File: config.mk
export PLATFORM = sky130hd
export DESIGN_NAME = autobox_write_sequencer
export DESIGN_NICKNAME = d
export VERILOG_FILES = /design/src/rtl/g76_video_pkg.sv /design/src/rtl/box_cursor_step.sv /design/src/rtl/autobox_write_sequencer.sv
export SDC_FILE = /design/constraint.sdc
export NUM_CORES = 1
export LEC_CHECK = 0
export BUFFER_PORTS_ARGS = -buffer_cell sky130_fd_sc_hd__buf_2
export CORE_ASPECT_RATIO = 1.5
export CORE_MARGIN = 5
export CORE_UTILIZATION = 55
export CTS_CLUSTER_DIAMETER = 80
export DETAILED_ROUTE_END_ITERATION = 8
export GPL_TIMING_DRIVEN = 0
export PLACE_DENSITY = 0.73
export SLEW_MARGIN = 10
export SYNTH_ARGS = -nofsm -noshare
export SYNTH_HDL_FRONTEND = slang
export SYNTH_SLANG_ARGS = --single-unit
File: constraint.sdc
create_clock -name clock -period 10.1 [get_ports clock]
set_input_delay 3.03 -clock clock [delete_from_list [all_inputs] [get_ports clock]]
set_output_delay 3.03 -clock clock [all_outputs]
set_load 0.1 [all_outputs]
File: src/rtl/g76_video_pkg.sv
// Shared constants for the video write path: register map, CONTROL bits,
// sequencer states and coordinate widths.
package g76_video_pkg;

  localparam int X_W = 9;
  localparam int Y_W = 8;
  localparam int D_W = 8;

  localparam logic [3:0] REG_X_LOW          = 4'd0;
  localparam logic [3:0] REG_X_HIGH         = 4'd1;
  localparam logic [3:0] REG_Y              = 4'd2;
  localparam logic [3:0] REG_DATA           = 4'd3;
  localparam logic [3:0] REG_BOX_X_START_LO = 4'd4;
  localparam logic [3:0] REG_BOX_X_START_HI = 4'd5;
  localparam logic [3:0] REG_BOX_X_STOP_LO  = 4'd6;
  localparam logic [3:0] REG_BOX_X_STOP_HI  = 4'd7;
  localparam logic [3:0] REG_BOX_Y_START    = 4'd8;
  localparam logic [3:0] REG_BOX_Y_STOP     = 4'd9;
  localparam logic [3:0] REG_CONTROL        = 4'd10;
  localparam logic [3:0] REG_FILL_COLOR     = 4'd11;

  localparam int CTRL_AUTO_ADVANCE   = 0;
  localparam int CTRL_FILL_START     = 1;
  localparam int CTRL_CLEAR_OVERFLOW = 2;

  localparam logic [1:0] ST_IDLE  = 2'd0;
  localparam logic [1:0] ST_PIXEL = 2'd1;
  localparam logic [1:0] ST_FILL  = 2'd2;
  localparam logic [1:0] ST_GAP   = 2'd3;

endpackage

File: src/rtl/box_cursor_step.sv
// Raster step inside a box: X runs start..stop, then wraps and Y advances.
// The >= compares collapse a degenerate (stop < start) axis to its start value.
module box_cursor_step #(
  parameter int X_WIDTH = 9,
  parameter int Y_WIDTH = 8
) (
  input  logic [X_WIDTH-1:0] x,
  input  logic [Y_WIDTH-1:0] y,
  input  logic [X_WIDTH-1:0] xStart,
  input  logic [X_WIDTH-1:0] xStop,
  input  logic [Y_WIDTH-1:0] yStart,
  input  logic [Y_WIDTH-1:0] yStop,
  output logic [X_WIDTH-1:0] nextX,
  output logic [Y_WIDTH-1:0] nextY
);

  // next raster position
  always_comb begin
    nextX = x;
    nextY = y;
    if (x >= xStop) begin
      nextX = xStart;
      if (y >= yStop) begin
        nextY = yStart;
      end else begin
        nextY = y + Y_WIDTH'(1);
      end
    end else begin
      nextX = x + X_WIDTH'(1);
      nextY = y;
    end
  end

endmodule

File: src/rtl/autobox_write_sequencer.sv
// Turns MCU register writes into memory write handshakes: cursor/box
// auto-advance, a one-deep pending pixel and a hardware rectangle fill.
import g76_video_pkg::*;

module autobox_write_sequencer #(
  parameter int X_WIDTH    = X_W,
  parameter int Y_WIDTH    = Y_W,
  parameter int DATA_WIDTH = D_W
) (
  input  logic                  clock,
  input  logic                  reset,
  input  logic                  regWrite,
  input  logic [3:0]            regSelect,
  input  logic [7:0]            regData,
  output logic [X_WIDTH-1:0]    memoryXCoord,
  output logic [Y_WIDTH-1:0]    memoryYCoord,
  output logic [DATA_WIDTH-1:0] memoryWriteData,
  output logic                  memoryWriteRequest,
  input  logic                  memoryWriteComplete,
  output logic                  busy,
  output logic                  overflow
);

  logic [X_WIDTH-1:0]    cursorX, boxXStart, boxXStop, fX, pendX, curNextX, fillNextX;
  logic [Y_WIDTH-1:0]    cursorY, boxYStart, boxYStop, fY, pendY, curNextY, fillNextY;
  logic [DATA_WIDTH-1:0] fillColor, pendData;
  logic                  autoAdvance, fillGo, fillCont, pendValid;
  logic [1:0]            state;
  logic dataPush, ctrlWrite, pendTake, pushAccept, fillStartReq, fillAccept, fillLaunch;

  box_cursor_step #(.X_WIDTH(X_WIDTH), .Y_WIDTH(Y_WIDTH)) cursorStep (
    .x(cursorX), .y(cursorY), .xStart(boxXStart), .xStop(boxXStop),
    .yStart(boxYStart), .yStop(boxYStop), .nextX(curNextX), .nextY(curNextY)
  );

  box_cursor_step #(.X_WIDTH(X_WIDTH), .Y_WIDTH(Y_WIDTH)) fillStep (
    .x(fX), .y(fY), .xStart(boxXStart), .xStop(boxXStop),
    .yStart(boxYStart), .yStop(boxYStop), .nextX(fillNextX), .nextY(fillNextY)
  );

  // strobe decode; a push is accepted if the pending slot is free or being drained this cycle
  always_comb begin
    dataPush     = regWrite && (regSelect == REG_DATA);
    ctrlWrite    = regWrite && (regSelect == REG_CONTROL);
    pendTake     = (state == ST_IDLE) && pendValid;
    pushAccept   = dataPush && (!pendValid || pendTake);
    fillStartReq = ctrlWrite && regData[CTRL_FILL_START];
    fillAccept   = fillStartReq && (state == ST_IDLE) && !pendValid && !fillGo;
    fillLaunch   = (state == ST_IDLE) && !pendValid && fillGo;
  end

  assign busy = (state != ST_IDLE) || pendValid;

  // register file and cursor
  always_ff @(posedge clock or posedge reset) begin
    if (reset) begin
      cursorX <= '0; cursorY <= '0; boxXStart <= '0; boxXStop <= '0;
      boxYStart <= '0; boxYStop <= '0; autoAdvance <= 1'b0; fillColor <= '0;
    end else if (regWrite) begin
      case (regSelect)
        REG_X_LOW:          cursorX[7:0] <= regData;
        REG_X_HIGH:         cursorX[X_WIDTH-1] <= regData[0];
        REG_Y:              cursorY <= regData;
        REG_DATA: begin
          if (pushAccept && autoAdvance) begin
            cursorX <= curNextX;
            cursorY <= curNextY;
          end
        end
        REG_BOX_X_START_LO: boxXStart[7:0] <= regData;
        REG_BOX_X_START_HI: boxXStart[X_WIDTH-1] <= regData[0];
        REG_BOX_X_STOP_LO:  boxXStop[7:0] <= regData;
        REG_BOX_X_STOP_HI:  boxXStop[X_WIDTH-1] <= regData[0];
        REG_BOX_Y_START:    boxYStart <= regData;
        REG_BOX_Y_STOP:     boxYStop <= regData;
        REG_CONTROL:        autoAdvance <= regData[CTRL_AUTO_ADVANCE];
        REG_FILL_COLOR:     fillColor <= regData;
        default:            ;
      endcase
    end
  end

  // pending pixel slot, fill-start latch and sticky overflow
  always_ff @(posedge clock or posedge reset) begin
    if (reset) begin
      pendValid <= 1'b0; pendX <= '0; pendY <= '0; pendData <= '0;
      fillGo <= 1'b0; overflow <= 1'b0;
    end else begin
      if (pushAccept) begin
        pendValid <= 1'b1;
        pendX     <= cursorX;
        pendY     <= cursorY;
        pendData  <= regData;
      end else if (pendTake) begin
        pendValid <= 1'b0;
      end
      if (fillAccept) begin
        fillGo <= 1'b1;
      end else if (fillLaunch) begin
        fillGo <= 1'b0;
      end
      if ((dataPush && !pushAccept) || (fillStartReq && !fillAccept)) begin
        overflow <= 1'b1;
      end else if (ctrlWrite && regData[CTRL_CLEAR_OVERFLOW]) begin
        overflow <= 1'b0;
      end
    end
  end

  // write handshake sequencer; GAP forces one request-low cycle between writes
  always_ff @(posedge clock or posedge reset) begin
    if (reset) begin
      state <= ST_IDLE; fX <= '0; fY <= '0; fillCont <= 1'b0;
      memoryXCoord <= '0; memoryYCoord <= '0; memoryWriteData <= '0;
      memoryWriteRequest <= 1'b0;
    end else begin
      case (state)
        ST_IDLE: begin
          if (pendTake) begin
            memoryXCoord       <= pendX;
            memoryYCoord       <= pendY;
            memoryWriteData    <= pendData;
            memoryWriteRequest <= 1'b1;
            state              <= ST_PIXEL;
          end else if (fillLaunch) begin
            fX                 <= boxXStart;
            fY                 <= boxYStart;
            memoryXCoord       <= boxXStart;
            memoryYCoord       <= boxYStart;
            memoryWriteData    <= fillColor;
            memoryWriteRequest <= 1'b1;
            state              <= ST_FILL;
          end
        end
        ST_PIXEL: begin
          if (memoryWriteComplete) begin
            memoryWriteRequest <= 1'b0;
            state              <= ST_GAP;
          end
        end
        ST_FILL: begin
          if (memoryWriteComplete) begin
            memoryWriteRequest <= 1'b0;
            state              <= ST_GAP;
            if ((fX >= boxXStop) && (fY >= boxYStop)) begin
              fillCont <= 1'b0;
            end else begin
              fX           <= fillNextX;
              fY           <= fillNextY;
              memoryXCoord <= fillNextX;
              memoryYCoord <= fillNextY;
              fillCont     <= 1'b1;
            end
          end
        end
        ST_GAP: begin
          if (fillCont) begin
            memoryWriteRequest <= 1'b1;
            fillCont           <= 1'b0;
            state              <= ST_FILL;
          end else begin
            state <= ST_IDLE;
          end
        end
        default: begin
          memoryWriteRequest <= 1'b0;
          state              <= ST_IDLE;
        end
      endcase
    end
  end

endmodule

After elaboration in Yosys (flattened, before gate mapping)
Cells that the tools add are included.
Word-level totals
  memories: 0
  bits in latches: 0
  bits in writable memories: 0
  input bits: 16
  logic and storage cells: 154
  memory bits (read-only): 0
  output and inout bits: 28
  register bits: 134
Cells by class
  $lt $le $gt $ge: 4
  equal/unequal tests: 23
  $add $sub $neg: 4
  reductions and logical operators: 52
  bitwise operators: 0
  multipliers: 0
  shift operators: 0
  div/mod/pow operators: 0
  multiplexer cells: 46
Operators by type and width (number)
  8-bit 2-to-1 mux: 12
  9-bit 2-to-1 mux: 8
  8-bit one-hot mux with 2 select lines: 4
  9-bit one-hot mux with 2 select lines: 2
  2-bit AND reduction: 11
  2-bit nonzero test: 10
  9-bit by 1-bit adder with 9-bit output (second input constant): 2
  9-bit >= comparator: 2
  8-bit by 1-bit adder with 8-bit output (second input constant): 2
  4-bit by 3-bit equality test with 1-bit output (second input constant): 4
  4-bit equality test (second input constant): 4
  8-bit >= comparator: 2
  1-bit logical AND: 15
  1-bit 2-to-1 mux: 12
  2-bit != test (second input constant): 5
  3-bit AND reduction: 3
  4-bit by 2-bit equality test with 1-bit output (second input constant): 2
  2-bit 2-to-1 mux: 4
  4-bit AND reduction: 2
  2-bit by 1-bit != test with 1-bit output (second input constant): 3
  2-bit one-hot mux with 3 select lines: 1
  5-bit AND reduction: 1
  2-bit equality test (second input constant): 2
  4-bit by 1-bit equality test with 1-bit output (second input constant): 1
  9 further kinds: 15

Depth between registers and ports, before layout
  word-level depth: 10
  depth in mapped cells: 12
  mapped depth without buffers: 8

By module
From an unflattened synthesis, not the netlist that was laid out.
Second synthesis, totals
  cell total of the unflattened synthesis: 868
  area, all modules: 8728.4 um^2
By module, submodules not included
  autobox_write_sequencer: sequential area each 3353.2 um^2, area each 6695.2 um^2, times used 1, cells an instance 612
  box_cursor_step at cursorStep: sequential area each 0.0 um^2, area each 1028.5 um^2, times used 1, cells an instance 124
  box_cursor_step at fillStep: sequential area each 0.0 um^2, area each 1004.7 um^2, times used 1, cells an instance 132

Worst setup path after synthesis
Ideal clock, no wire load.
  path kind: input port to flip-flop
  start: in regSelect[0]
  end: reg pendData[3]
  slack: 5.450 ns
  path buffers: 2
  data arrival time: 4.525 ns
  data required time: 9.975 ns
  setup time: 0.125 ns
  cell stages on the path: 6
  path through: buf_2 nand2_1 nor2_1 nand3_1 clkbuf_1 mux2_2
On the way
  longest elaborated chain between the ends: 3
Ends and longest elaborated chain
  from (decl): line autobox_write_sequencer.sv:13  | input logic [3:0] regSelect,
  4-bit by 2-bit equality test with 1-bit output: line autobox_write_sequencer.sv:43  | dataPush = regWrite && (regSelect == REG_DATA);
  1-bit logical AND: line autobox_write_sequencer.sv:43
  1-bit logical AND: line autobox_write_sequencer.sv:46  | pushAccept = dataPush && (!pendValid || pendTake);
  to (signal assigned): line autobox_write_sequencer.sv:93  | pendData <= regData;
  to (decl): line autobox_write_sequencer.sv:26  | logic [DATA_WIDTH-1:0] fillColor, pendData;
Every way passes these cells.
A chain may end at the register's enable or synchronous reset.

Worst setup path in the final report
  start: in regSelect[0]
  end: reg pendData[0]
The elaborated chain is that of the path after synthesis.

==> impl_metrics.env <==
export IMPL_outcome="finished, final reports clean"
export IMPL_syn_num_nets=880
export IMPL_finalClockSkew_ns=0.00622
export IMPL_startpoint_type="input port"
export IMPL_routed_wl_mm=22.7
export IMPL_pin_count=44
export IMPL_design_die_area_um2=16700
export IMPL_final_area_um2=8820
export IMPL_post_cts_buffers=0
export IMPL_clk_latency_ns=0.42
export IMPL_synth_seq_cells=134
export IMPL_hold_viol_final=0
export IMPL_stdcell_count=1087
export IMPL_cp_top_family="simple AND/OR/NAND/NOR gates"
export IMPL_wl_per_cell_um=20.9
export IMPL_cts_tree="done"
export IMPL_place_ws_ns=4.80
export IMPL_grt_start_max_net_pins=83
export IMPL_clockRootBuffer="clkbuf_16"
export IMPL_synth_flop_cell="dfrtp_1"
export IMPL_die_w_um=107
export IMPL_rsz0062_at_grt="no"
export IMPL_p_leak_nw=3.88
export IMPL_gp_congestion=0.951
export IMPL_synth_edf_count=0
export IMPL_cp_num_buf_inv=2
export IMPL_cts_hold_buf=0
export IMPL_grt_pass1_wl_mm=35.7
export IMPL_worst_ep_arrival_time_ns=5.18
export IMPL_crit_slowest_cell="nor2_1"
export IMPL_p_per_area_nw_per_um2=358
export IMPL_placed_cell_area_um2=8260
export IMPL_rr_endpoint="fY[7]$_DFFE_PP0P_"
export IMPL_worst_slack_ns=5.22
export IMPL_n_antenna_cell=0
export IMPL_fmax_mhz=205
export IMPL_vias=6726
export IMPL_slew_headroom_pct=41.6
export IMPL_dp_hpwl_mm=16.5
export IMPL_period_needed_ns=4.88
export IMPL_postSynthAreaPerCell_um2=9.47
export IMPL_crit_fanout=10
export IMPL_antenna_found_initial=0
export IMPL_crit_start="regSelect[0]"
export IMPL_clkTransAtPathRegs_ns=0.06
export IMPL_cpPeakStageDelay_ns=0.54
export IMPL_regArea_um2=3350
export IMPL_clkSinkCount=134
export IMPL_die_h_um=156
export IMPL_first_pass_iters=6
export IMPL_cp_depth=6
export IMPL_cts_max_level=4
export IMPL_endpoint="pendData[0]$_DFFE_PP0P_"
export IMPL_r2r_cells=9
export IMPL_ant_nets=0
export IMPL_holdWs_ns=0.483
export IMPL_drive_gt1_share_pct=18.0
export IMPL_io_buffers=39
export IMPL_fillers=1175
export IMPL_tns_ns=0
export IMPL_async_flop_share_pct=100
export IMPL_drc=0
export IMPL_ys_seq_area_share_pct=43.0
export IMPL_first_iter_violations=500
export IMPL_peakVddDrop_mv=0.168
export IMPL_multi_input_area_um2=4050
export IMPL_initial_utilization_pct=55.7
export IMPL_ys_types=61
export IMPL_overflow=0
export IMPL_dp_cells=1055
export IMPL_setup_violations=0
export IMPL_area_growth_pct=13.2
export IMPL_critPathKind="input port to flop"
export IMPL_hp_class="flop to flop"
export IMPL_track_usage_pct=28.2
export IMPL_synth_warnings=0
export IMPL_cts_buffers=17
export IMPL_rrSetupSlack_ns=7.05
export IMPL_grt_pass1_vias=6566
export IMPL_drv_cap=0
export IMPL_crit_required_ns=10.40
export IMPL_fin_nets=939
export IMPL_vias_per_cell=6.19
export IMPL_netlist_instances=823
export IMPL_crit_path_end_kind="flop"
export IMPL_cp_cell_sequence="buf_2 -> nand2_1 -> nor2_1 -> nand3_1 -> clkbuf_1 -> mux2_2"
export IMPL_rr_startpoint="fY[6]$_DFFE_PP0P_"
export IMPL_ctsResizeCount=0
export IMPL_fp_row_count=53
export IMPL_tightestPinTransition_ns=0.876
export IMPL_min_period_over_period_pct=48.3
export IMPL_cts_path_max_buffers=2
export IMPL_core_area_um2=14000
export IMPL_slew_viol_final=0
export IMPL_syn_area_um2=7790
[metal layers]
metal / routed length, um / global-route usage (%) / share of wire (%) / vias up
met5: 0 / 0 / 0 / -
met4: 1600 / 18.2 / 7.1 / 0
met3: 1320 / 4.39 / 5.8 / 101
met2: 11100 / 47.1 / 49 / 309
met1: 8640 / 33.6 / 38 / 3214
li1: - / - / - / 3102
[layout by cell type (no fill, tap or decap), drive strengths merged, types with 2 or more instances in the layout]
master    instances
xor2             10
a211oi           20
dfrtp           134
a22o              2
inv              39
nor3b             6
nand3b            2
mux2i             9
or3               2
or2               7
a31oi            20
o41ai             3
clkbuf           51
mux2             62
nand2b            9
o31ai             6
o31a              2
nand4             4
a32oi             3
o22ai            16
buf              56
clkinvlp          5
nor3             10
ha               41
a21oi            45
nor2             48
a21o              5
o21ai            59
and2              2
nand3            45
o211a             2
o211ai           15
a221oi            2
o21a              3
clkinv            6
xnor2            10
nand2           101
o221ai            2
and3             17
[metrics by stage]
step / power (mW) / utilization, %
2_1_floorplan: 2.14 / -
3_3_place_gp: 2.52 / 58.8
3_5_place_dp: 2.55 / 59.0
4_1_cts: 3.14 / 63.0
5_1_grt: 3.34 / 63.0
6_report: 3.16 / 63.0
[logic make-up (layout without fill, tap and decap cells)]
group                      after synthesis  count (layout)  share of synthesized area, %
xor gates and xnor gates                20              20                          2.25
AOI/OAI and AO/OA                      215             215                          17.7
buffers and inverters                   86             158                          5.01
adders and majority gates               41              41                          6.59
muxes                                   71              71                          10.2
DFF                                    134             134                          43.0
and+or+nand+nor                        256             256                          15.3
[tightest hold or removal path: stages (launching register included)]
cell     delay, ns
dfrtp_1       0.34
nand2_1       0.05
o21ai_0       0.06
[how the worst min path moves through the flow]
| stage | slack (ns) | start | to | depth (start not counted) |
|---|---|---|---|---|
| final | 0.48 | pendX[0]$_DFFE_PP0P_ | pendX[0]$_DFFE_PP0P_ | 2 |
| after global routing | 0.51 | pendX[8]$_DFFE_PP0P_ | pendX[8]$_DFFE_PP0P_ | 1 |
| after CTS | 0.49 | pendX[0]$_DFFE_PP0P_ | pendX[0]$_DFFE_PP0P_ | 2 |
| after detailed placement | 0.47 | pendX[0]$_DFFE_PP0P_ | pendX[0]$_DFFE_PP0P_ | 2 |
| after global placement | 0.46 | pendX[0]$_DFFE_PP0P_ | pendX[0]$_DFFE_PP0P_ | 2 |
| after floorplan | 0.44 | pendX[0]$_DFFE_PP0P_ | pendX[0]$_DFFE_PP0P_ | 2 |
[cell usage after synthesis, types with 3 or more instances]
cell      instances  area, um2
xor2_1           10       87.6
and3_1           16        100
xnor2_1          10       87.6
nand3_1          45        225
ha_1             41        513
nand4_1           4       25.0
buf_2            10       50.1
o22ai_1          16        100
a211oi_1         19        143
o31ai_1           6       45.0
a21oi_1          45        225
nor3_1           10       50.1
or2_2             4       25.0
a21o_1            5       37.5
nor2_1           48        180
mux2_2           61        687
o21a_1            3       22.5
or2_1             3       18.8
mux2i_1           9       90.1
o21ai_0          59        295
a31oi_1          20        125
o211ai_1         15        113
nand2_1         100        375
nand2b_1          8       50.1
clkbuf_1         31        116
dfrtp_1         134       3350
inv_1            39        146
o41ai_1           3       26.3
nor3b_1           6       45.0
[where the power goes]
group / switching (mW) / internal, mW / total [mW]
Combinational: 1.08 / 0.545 / 1.63
Clock: 0.241 / 0.350 / 0.591
Sequential: 0.210 / 0.735 / 0.944
[state kept, by name, summed over array words and instances (netlist names), 9 cells and up]
register      flops
boxXStop          9
fX                9
pendX             9
boxXStart         9
memoryXCoord      9
cursorX           9
[final cells by class]
| class | instances | share of cell area (%) |
|---|---|---|
| Buffer | 47 | 2.77 |
| Clock inverter | 12 | 1.19 |
| Inverter | 39 | 1.72 |
| Multi-Input combinational cell | 603 | 45.9 |
| Timing Repair Buffer | 40 | 2.53 |
| Clock buffer | 20 | 5.18 |
| Sequential cell | 134 | 38.0 |
| Tap cell | 192 | 2.72 |
Note: power is estimated with default switching activity, not from simulation.
